==> src/rtl/dac_tx_pkg.sv <==
// Shared definitions for the DAC I2S transmitter.
//   ST_IDLE / ST_RUN : FSM state encodings
//   frame_len()      : serial frame length for a given slot width
//   pack_slot()      : left-aligns a sample inside its slot (zero padding below)
package dac_tx_pkg;

    localparam int unsigned MAX_SLOT_W = 32;

    localparam logic [0:0] ST_IDLE = 1'b0;
    localparam logic [0:0] ST_RUN  = 1'b1;

    function automatic int unsigned frame_len(input int unsigned slot_w);
        return 2 * slot_w;
    endfunction

    // Result's low slot_w bits hold the sample MSB-aligned with zeros beneath.
    function automatic logic [MAX_SLOT_W-1:0] pack_slot(
        input logic [MAX_SLOT_W-1:0] sample,
        input int unsigned           data_w,
        input int unsigned           slot_w
    );
        return sample << (slot_w - data_w);
    endfunction

endpackage

==> src/rtl/dac_sample_hold.sv <==
// One-entry valid/ready holding register for a stereo sample pair.
//   CLK, RESET_n     : clock, async active-low reset
//   valid, data_l/r  : upstream pair
//   ready_c          : combinational ready (free slot, or being consumed this cycle)
//   consume          : downstream takes the held pair this cycle
//   full, hold_l/r   : held pair status and contents
module dac_sample_hold #(
    parameter int unsigned DATA_W = 16
) (
    input  logic              CLK,
    input  logic              RESET_n,
    input  logic              valid,
    input  logic [DATA_W-1:0] data_l,
    input  logic [DATA_W-1:0] data_r,
    input  logic              consume,
    output logic              ready_c,
    output logic              full,
    output logic [DATA_W-1:0] hold_l,
    output logic [DATA_W-1:0] hold_r
);

    logic accept_c;

    // Ready is forced low while reset is asserted.
    assign ready_c  = RESET_n & (~full | consume);
    assign accept_c = valid & ready_c;

    // Accept wins over consume so a simultaneous accept+consume stays full.
    always_ff @(posedge CLK or negedge RESET_n) begin
        if (!RESET_n) begin
            full   <= 1'b0;
            hold_l <= '0;
            hold_r <= '0;
        end else if (accept_c) begin
            full   <= 1'b1;
            hold_l <= data_l;
            hold_r <= data_r;
        end else if (consume) begin
            full   <= 1'b0;
        end
    end

endmodule

==> src/rtl/dac_i2s_tx.sv <==
// Stereo I2S / left-justified serial transmitter, clocked by the DAC bit clock.
//   CLK, RESET_n        : bit clock (posedge), async active-low reset
//   ENABLE              : run request, sampled at frame boundaries
//   SAMPLE_VALID/READY  : pair handshake (READY is combinational)
//   SAMPLE_L/R          : two's complement samples
//   DAC_LRCK, DAC_DATA  : word select and serial data (registered)
//   FRAME_START         : high while frame bit 0 (left MSB) is on DAC_DATA
//   UNDERRUN            : high during that same first bit when the frame was loaded from an empty holding register
// Build option DAC_TX_HOLD_ON_UNDERRUN_EN: on underrun repeat the last loaded frame instead of sending zeros.
module dac_i2s_tx
    import dac_tx_pkg::*;
#(
    parameter int unsigned DATA_W   = 16,
    parameter int unsigned SLOT_W   = 16,
    parameter int unsigned I2S_MODE = 1
) (
    input  logic              CLK,
    input  logic              RESET_n,
    input  logic              ENABLE,
    input  logic              SAMPLE_VALID,
    output logic              SAMPLE_READY,
    input  logic [DATA_W-1:0] SAMPLE_L,
    input  logic [DATA_W-1:0] SAMPLE_R,
    output logic              DAC_LRCK,
    output logic              DAC_DATA,
    output logic              FRAME_START,
    output logic              UNDERRUN
);

    localparam int unsigned FRAME_LEN = frame_len(SLOT_W);
    localparam int unsigned K_W       = $clog2(FRAME_LEN);
    localparam int unsigned LRCK_LO   = SLOT_W - I2S_MODE;
    localparam int unsigned LRCK_HI   = FRAME_LEN - 1 - I2S_MODE;
    localparam logic [K_W-1:0] K_LAST = K_W'(FRAME_LEN - 1);

    logic [0:0]           state_q, state_d;
    logic [K_W-1:0]       k_q, k_d;
    logic [FRAME_LEN-1:0] frame_q, frame_d;
    logic [FRAME_LEN-1:0] frame_hold_c;
    logic [K_W-1:0]       bit_idx_c;
    logic                 load_now_c;
    logic                 run_d_c;
    logic                 lrck_c;
    logic                 hold_full;
    logic [DATA_W-1:0]    hold_l, hold_r;

    dac_sample_hold #(.DATA_W(DATA_W)) u_hold (
        .CLK     (CLK),
        .RESET_n (RESET_n),
        .valid   (SAMPLE_VALID),
        .data_l  (SAMPLE_L),
        .data_r  (SAMPLE_R),
        .consume (load_now_c),
        .ready_c (SAMPLE_READY),
        .full    (hold_full),
        .hold_l  (hold_l),
        .hold_r  (hold_r)
    );

    // Frame held MSB-first: vector bit FRAME_LEN-1 is frame bit 0 (left MSB).
    assign frame_hold_c = {SLOT_W'(pack_slot(MAX_SLOT_W'(hold_l), DATA_W, SLOT_W)),
                           SLOT_W'(pack_slot(MAX_SLOT_W'(hold_r), DATA_W, SLOT_W))};

    // Next-state, counter and frame-load logic.
    always_comb begin
        state_d    = state_q;
        k_d        = k_q;
        frame_d    = frame_q;
        load_now_c = 1'b0;
        case (state_q)
            ST_IDLE: begin
                k_d = '0;
                if (ENABLE) begin
                    load_now_c = 1'b1;
                    state_d    = ST_RUN;
                end
            end
            ST_RUN: begin
                if (k_q == K_LAST) begin
                    k_d = '0;
                    if (ENABLE) begin
                        load_now_c = 1'b1;
                    end else begin
                        state_d = ST_IDLE;
                    end
                end else begin
                    k_d = k_q + K_W'(1);
                end
            end
            default: begin
                state_d = ST_IDLE;
                k_d     = '0;
            end
        endcase
        if (load_now_c) begin
            if (hold_full) begin
                frame_d = frame_hold_c;
            end
`ifndef DAC_TX_HOLD_ON_UNDERRUN_EN
            else begin
                frame_d = '0;
            end
`endif
        end
    end

    // Outputs are computed from next-cycle values so the registers line up with k.
    assign run_d_c   = (state_d == ST_RUN);
    assign bit_idx_c = K_LAST - k_d;
    assign lrck_c    = ({1'b0, k_d} >= (K_W+1)'(LRCK_LO)) &&
                       ({1'b0, k_d} <= (K_W+1)'(LRCK_HI));

    always_ff @(posedge CLK or negedge RESET_n) begin
        if (!RESET_n) begin
            state_q     <= ST_IDLE;
            k_q         <= '0;
            frame_q     <= '0;
            DAC_DATA    <= 1'b0;
            DAC_LRCK    <= 1'b0;
            FRAME_START <= 1'b0;
            UNDERRUN    <= 1'b0;
        end else begin
            state_q     <= state_d;
            k_q         <= k_d;
            frame_q     <= frame_d;
            DAC_DATA    <= run_d_c & frame_d[bit_idx_c];
            DAC_LRCK    <= run_d_c & lrck_c;
            FRAME_START <= load_now_c;
            UNDERRUN    <= load_now_c & ~hold_full;
        end
    end

endmodule

==> config.mk <==
export PLATFORM = sky130hd
export DESIGN_NAME = dac_i2s_tx
export DESIGN_NICKNAME = d
export VERILOG_FILES = /design/src/rtl/dac_tx_pkg.sv /design/src/rtl/dac_sample_hold.sv /design/src/rtl/dac_i2s_tx.sv
export SDC_FILE = /design/constraint.sdc
export NUM_CORES = 1
export LEC_CHECK = 0
export CAP_MARGIN = 25
export CORE_ASPECT_RATIO = 0.9
export CORE_UTILIZATION = 50
export CTS_BUF_LIST = sky130_fd_sc_hd__clkbuf_16
export CTS_CLUSTER_SIZE = 8
export DETAILED_ROUTE_END_ITERATION = 10
export HOLD_SLACK_MARGIN = 0.02
export PLACE_DENSITY = 0.83
export SKIP_LAST_GASP = 1
export SYNTH_ARGS = -nofsm -noshare
export SYNTH_HDL_FRONTEND = slang
export SYNTH_SLANG_ARGS = --single-unit
export TNS_END_PERCENT = 1
==> constraint.sdc <==
create_clock -name CLK -period 2.34 [get_ports CLK]
set_input_delay 0.468 -clock CLK [delete_from_list [all_inputs] [get_ports CLK]]
set_output_delay 0.468 -clock CLK [all_outputs]
set_load 0.05 [all_outputs]
==> results by group, run 1 <==
Routing
  • Total wire length: ~8.5 mm
  • WL/cell: 17.4 um
  • First DRT Iteration DRCs: slightly above 200
  • Via count: 2743
  • Drt drc: 0
  • Antenna viol nets, final: 0
  • DRT Pass-1 Iters: 4
  • Via density per instance: around 5.6

Setup path
  • Reg2reg path depth: 12
  • Crit path cell chain: ha_2, and3_4, ha_4, nand2b_4, nand2_4, buf_6, inv_4, and3_1, a2111oi_0, nor3_1, o21ai_1, a32oi_1
  • Crit path buffers/inverters: 2
  • Worst flop-to-flop path endpoint: DAC_DATA
  • Crit start category: flip-flop
  • FF-to-FF Start: k_q[0]
  • Endpoint type of the worst setup path: flip-flop
  • Crit path largest cell delay: roughly 0.5 ns
  • CP max FO: 3
  • Critical path's top delay family: simple AND/OR/NAND/NOR gates
  • Worst EP arrival: between 2 and 3 ns
  • Type of the worst setup path: flip-flop to flip-flop
  • CP max stage cell: a2111oi_0
  • Flop2flop setup slack: -0.23 ns
  • Req. time, crit path: approximately 2.5 ns

Placed design
  • Post-placement cell area: approximately 4200 sq um
  • GPL Wtd Cong: slightly above 0.9
  • Cell count after placement: roughly 460
  • Placement-stage worst setup slack: -0.183 ns
  • DPL Wire Length: between 5 and 6 mm
  • Port bufs: 40

Outcome
  • Failing checks: setup timing
  • Run status: finished, violations left

Yosys
  • Sequential share of the synthesized area: 0.550
  • Post-synth ARST share: 1.00
  • Post-Syn Area: roughly 3400 sq um
  • Cells after Synth: 314
  • Yosys top cell area share: 0.550
  • Ranking of synthesized cells by area: dfrtp_1, mux2_2, nand2_1, o21ai_0, o211ai_1
  • Synth warn: 0
  • Top cell type by total area after synthesis: dfrtp_1
  • Number of synthesized register bits: 75
  • Post-synth cell types: between 40 and 50
  • EDFF count, synth: 0
  • Ys flop type: dfrtp_1
  • Syn nets: roughly 350
  • Average size of a mapped cell: 10.9 sq um

Clock network
  • CTS clock-pin slew for the worst setup and hold paths: about 0.06 ns
  • CTS tree: built
  • CTS Buffer Depth: 2
  • TritonCTS Sinks: between 70 and 80
  • CTS Buf Count: 9
  • Clk root buf: clkbuf_16
  • H-tree depth: 3
  • Worst-Skew Late Latency: 0.33 ns

Timing
  • Setup TNS: -2.31 ns
  • Tightest Pin Transition: 0.506 ns
  • Final Hold Vio Count: 0
  • # setup viols final: 34
  • Max-slew headroom: 0.654
  • Skew final: slightly below 0.005 ns
  • Slew Viols, Final: 0
  • Final period utilization: 1.10
  • Max Fclk: a little under 400 MHz
  • Post-route minimum period: between 2 and 3 ns
  • RSZ-0062 raised after global routing: true
  • Setup WS post-layout: -0.234 ns
  • Hold WS: 0.194 ns

Finish
  • Filler cell count: 470
  • Post-layout net count: roughly 430
  • Final Util: 0.711
  • Diode count: 0
  • Cell Count, Final, Fillers Out: roughly 490
  • Layout cells sized above 1: 0.289
  • Layout area overhead: 37.2%
  • Design Area, Final: between 4000 and 5000 sq um

Global route
  • Vias in the first global route: roughly 2800
  • Final global-route overflow total: 0
  • First-pass GRT wire length: around 14 mm
  • GR Util All Layers: 0.262
  • Largest net degree at the start of global routing: 76
  • Initial antenna violation count: 0

Die
  • I/O Pins: between 40 and 50
  • Die Ht: about 80 um
  • Rows: 28
  • CORE AREA: 6590 sq um
  • Overall die width: roughly 89 um
  • Die ar.: about 7200 sq um
  • Starting Density: 0.518

Worst hold path
  • Worst Hold Class: input port to asynchronous set/reset pin

Power and ir drop
  • Leakage: 2.14 nW
  • Total power: 6.44 mW
  • PD cells: roughly 1400 nW/um^2
  • Maximum vdd drop: ~770 uV

Job
  • Max cap viols: 0
## routing by layer
layer / GRT usage / vias to the layer above / wire, um
li1: - / 1278 / -
met1: 0.323 / 1355 / 3520
met2: 0.446 / 98 / 4350
met3: 0.0719 / 12 / 464
met4: 0.0825 / 0 / 146
met5: 0 / - / 0
## worst max-delay path by stage
stage                     slack [ns]  cells past startpoint   start           endpoint
after floorplan                -0.02                     10  k_q[0]  u_hold.hold_l[10]
final                          -0.23                     12  k_q[0]           DAC_DATA
after global routing           -0.23                     12  k_q[0]           DAC_DATA
after CTS                      -0.08                     12  k_q[1]           DAC_DATA
after detailed placement       -0.18                     11  k_q[1]           DAC_DATA
after global placement         -0.11                     11  k_q[1]           DAC_DATA
## placed cells by master (no fill, tap or decap), types with 4 or more instances in the layout
cell              n
inv_1             5
mux2_2           32
nor2_1            9
a21o_1            5
buf_12            8
clkbuf_16         9
dfrtp_1          75
mux2i_1           5
clkdlybuf4s50_1  38
nand2_1          58
o211ai_1         11
nand3_1          13
a21oi_1           4
xnor2_1           4
o21ai_0          23
buf_4            34
## Yosys cell counts (2+ instances only)
master    number
buf_2          7
nand3_1       14
o211ai_1      11
xnor2_1        4
buf_4          5
a311o_1        2
clkbuf_1       3
mux2_2        32
nand2b_1       3
a21oi_1        4
nor2_1         9
a311oi_1       3
inv_2          3
dfrtp_1       75
nor3_2         3
and3_1         3
ha_1           3
o21ai_0       24
inv_1          4
nor3_1         3
nand2_1       61
o22ai_1        2
a211oi_1       6
nand4_1        2
a21o_1         5
o21ai_1        2
mux2i_1        5
## sequential cells by signal, indices dropped and copies added, names as in the netlist
| name | flops |
|---|---|
| DAC_DATA | 1 |
| DAC_LRCK | 1 |
| FRAME_START | 1 |
| UNDERRUN | 1 |
| frame_q | 32 |
| k_q | 5 |
| state_q | 1 |
| u_hold.full | 1 |
| u_hold.hold_l | 16 |
| u_hold.hold_r | 16 |
## cell type report
cell class	count	area, sq um	area share
inverters	7	28.8	0.00614
well taps	90	113	0.0240
repair buffers	86	887	0.189
clock inverters	5	23.8	0.00508
clock buffers	9	225	0.0481
flip-flops and latches	75	1880	0.401
multi-input cells	216	1530	0.326
## where the power goes
| group | internal [mW] | leakage [nW] | switching, mW | total [mW] |
|---|---|---|---|---|
| logic | 1.47 | 1.09 | 1.56 | 3.03 |
| registers | 1.88 | 0.935 | 0.353 | 2.23 |
| clock network | 0.691 | 0.123 | 0.493 | 1.18 |
| total | 4.04 | 2.14 | 2.41 | 6.44 |
## timing repair
item                                    in CTS  in global routing
endpoints found under the hold margin        0                  0
cloned                                       1                  0
pin swaps                                   11                  6
hold buffers                                 0                  0
resized for setup                           24                  5
endpoints found under the setup margin      34                 34
buffers inserted                             8                  1
## logic make-up after synthesis
group | synth area share
AO/OA/AOI/OAI | 0.132
XOR/XNOR | 0.0103
adder cells (fa/ha/maj) | 0.0110
buffers and inverters | 0.0355
flip-flops | 0.550
multiplexers | 0.120
AND/OR/NAND/NOR | 0.141
Note: power is estimated with default switching activity, not from simulation.
==> run 2, diff against run 1 <==
--- a/config.mk
+++ b/config.mk
@@ -7,13 +7,13 @@
 export LEC_CHECK = 0
 export CAP_MARGIN = 25
 export CORE_ASPECT_RATIO = 0.9
-export CORE_UTILIZATION = 50
+export CORE_UTILIZATION = 57
 export CTS_BUF_LIST = sky130_fd_sc_hd__clkbuf_16
 export CTS_CLUSTER_SIZE = 8
 export DETAILED_ROUTE_END_ITERATION = 10
+export DONT_BUFFER_PORTS = 1
 export HOLD_SLACK_MARGIN = 0.02
-export PLACE_DENSITY = 0.83
-export SKIP_LAST_GASP = 1
+export PLACE_DENSITY = 0.82
 export SYNTH_ARGS = -nofsm -noshare
 export SYNTH_HDL_FRONTEND = slang
 export SYNTH_SLANG_ARGS = --single-unit
==> run 2 against run 1 <==
Against the previous run:
- fmax is 8.8% higher
- register-to-register slack improved by 0.21 ns
- critical endpoint is now SAMPLE_READY
- the flow still finishes with violations (setup timing)
- non-clock buffer count decreased by 42
- clock skew is essentially flat
- final cell count fell by 12%
- global-route usage up 1.3 points
- worst setup slack improved by 0.21 ns
- die area decreased by 12%
- via count down 5.5%
- power fell by 0.52%
==> results by group, run 2 (synthesized netlist as in run 1, its figures left out) <==
Clock network
  • CTS Buffer Depth: 2 (unchanged)
  • CTS tree: built
  • H-tree depth: 3 (unchanged)
  • CTS Buf Count: 9 (unchanged)
  • CTS clock-pin slew for the worst setup and hold paths: 0.05 ns (about the same)
  • Clk root buf: clkbuf_16
  • TritonCTS Sinks: 75 (unchanged)
  • Worst-Skew Late Latency: 0.33 ns (about the same)

Timing
  • Tightest Pin Transition: 0.487 ns (-0.0184 ns)
  • RSZ-0062 raised after global routing: true
  • Setup WS post-layout: -0.0249 ns (+0.209 ns)
  • Max-slew headroom: 0.675 (+0.0212)
  • Slew Viols, Final: 0 (unchanged)
  • Post-route minimum period: 2.36 ns (-0.209 ns)
  • Max Fclk: 423 MHz (+8.8%)
  • # setup viols final: 2 (-94%)
  • Skew final: 0.00538 ns (+0.000472 ns)
  • Final period utilization: 1.01 (-0.0894)
  • Final Hold Vio Count: 0 (unchanged)

Routing
  • Via count: 2591 (-5.5%)
  • Antenna viol nets, final: 0 (unchanged)
  • Via density per instance: 6.05 (+7.7%)
  • WL/cell: 18.6 um (+7.3%)
  • Total wire length: 7.98 mm (-5.9%)
  • First DRT Iteration DRCs: 148 (-28%)
  • DRT Pass-1 Iters: 4 (unchanged)
  • Drt drc: 0 (unchanged)

Die
  • Die ar.: 6300 sq um (-12%)
  • Overall die width: 83.6 um (-6.2%)
  • Rows: 26 (-7.1%)
  • Die Ht: 75.4 um (-6.2%)
  • I/O Pins: 41 (unchanged)
  • CORE AREA: 5730 sq um (-13%)
  • Starting Density: 0.596 (+0.0779)

Placed design
  • Cell count after placement: 404 (-13%)
  • GPL Wtd Cong: 0.926 (+1.4%)
  • DPL Wire Length: 5.51 mm (+1.2%)
  • Port bufs: 0 (-100%)
  • Placement-stage worst setup slack: -0.0575 ns (+0.126 ns)

Setup path
  • Req. time, crit path: 1.87 ns (-0.66 ns)
  • CP Launch Point: k_q[0]
  • Type of the worst setup path: flip-flop to primary output
  • Worst EP arrival: 1.90 ns (-0.86 ns)
  • CP max FO: 5 (+2)
  • FF-to-FF Start: k_q[0]
  • Endpoint type of the worst setup path: primary output
  • Crit start category: flip-flop

Finish
  • Post-layout net count: 392 (-9.7%)
  • Cell Count, Final, Fillers Out: 428 (-12%)
  • Commonest non-fill, non-tap cells in the layout: dfrtp_1, nand2_1, buf_4
  • Layout area overhead: 23.9%
  • Regs by FF count: frame_q (32), u_hold.hold_l (16), u_hold.hold_r (16)
  • Most flops, register: frame_q
  • Number of flip-flops under the largest register name: 32 (unchanged)
  • Most common cell after layout, fill and taps aside: dfrtp_1
  • Filler cell count: 415 (-12%)
  • Area of the multi-input gates: 1500 sq um (-1.6%)
  • Layout cells sized above 1: 0.313 (+0.0239)
  • Diode count: 0 (unchanged)
  • Final Util: 0.739 (+0.0278)
  • Register area: 1880 sq um (unchanged)

Global route
  • First-pass GRT wire length: 12.9 mm (-4.6%)
  • Largest net degree at the start of global routing: 76 (unchanged)
  • Initial antenna violation count: 0 (unchanged)
  • Final global-route overflow total: 0 (unchanged)
  • GR Util All Layers: 0.275 (+0.0126)
  • Vias in the first global route: 2620 (-6.0%)

Power and ir drop
  • Leakage: 2.00 nW (-6.9%)
  • Maximum vdd drop: 995 uV (+30%)
  • PD cells: 1520 nW/um^2 (+10%)

Job
  • Max cap viols: 0 (unchanged)

Outcome
  • Run status: finished, violations left
  • Failing checks: setup timing

Worst hold path
  • Worst Hold Class: input port to asynchronous set/reset pin
[run 2: cell count changes in the layout (fill, tap and decap cells not counted), sizes merged]
cell,delta
bufinv,+2
buf,-4
clkdlybuf4s50,-38
[run 2: final timing paths]
path,slack [ns],endpoint,cells past startpoint
hold reg to reg,0.47,frame_q[21],2
min in group CLK,0.29,u_hold.hold_l[3],1
hold / removal,0.03,DAC_LRCK,1
max in group asynchronous,2.00,frame_q[6],1
setup / recovery,-0.02,SAMPLE_READY,8
setup reg to reg,-0.02,DAC_DATA,9
[run 2: final cells by class]
type / count / area share
inverters: 7 / 0.00621
well taps: 70 / 0.0207
clock buffers: 9 / 0.0532
flip-flops and latches: 75 / 0.444
repair buffers: 44 / 0.101
clock inverters: 7 / 0.0198
multi-input cells: 216 / 0.356
[run 2: what timing repair did]
action,CTS,global route
gates resized for setup,14,22
hold buffers,1,0
setup endpoints to repair,13,2
setup buffers,3,4
endpoints found under the hold margin,75,0
pin swaps,4,12
[run 2: per-stage QoR]
stage,TNS [ns],power (mW),cell area (sq um),hold WS (ns)
floorplan,-0.560,3.83,3430,0.172
global placement,0,4.61,3710,0.175
detailed placement,-0.0579,4.72,3710,0.175
CTS,0,6.26,4120,0.0400
global route,-0.236,6.82,4230,0.0519
finish,-0.0487,6.41,4230,0.0283
[run 2: where the power goes]
part	switching, mW	internal, mW	leakage, nW	total [mW]
Combinational	1.43	1.29	0.910	2.71
Clock	0.495	0.919	0.152	1.41
Sequential	0.405	1.88	0.935	2.28
[run 2: critical path, stage by stage (launching register included)]
cell      delay [ns]
dfrtp_1         0.39
ha_2            0.19
and3_4          0.19
ha_4            0.16
nand2b_4        0.14
nand2_4         0.11
nand2_2         0.08
and2_4          0.16
buf_8           0.14
[run 2: routing by layer]
| layer | global-route usage | vias to the layer above | wire length (um) |
|---|---|---|---|
| met1 | 0.353 | 1270 | 3340 |
| li1 | - | 1207 | - |
| met2 | 0.461 | 102 | 3960 |
| met3 | 0.0758 | 12 | 535 |
| met4 | 0.0960 | 0 | 150 |
| met5 | 0 | - | 0 |
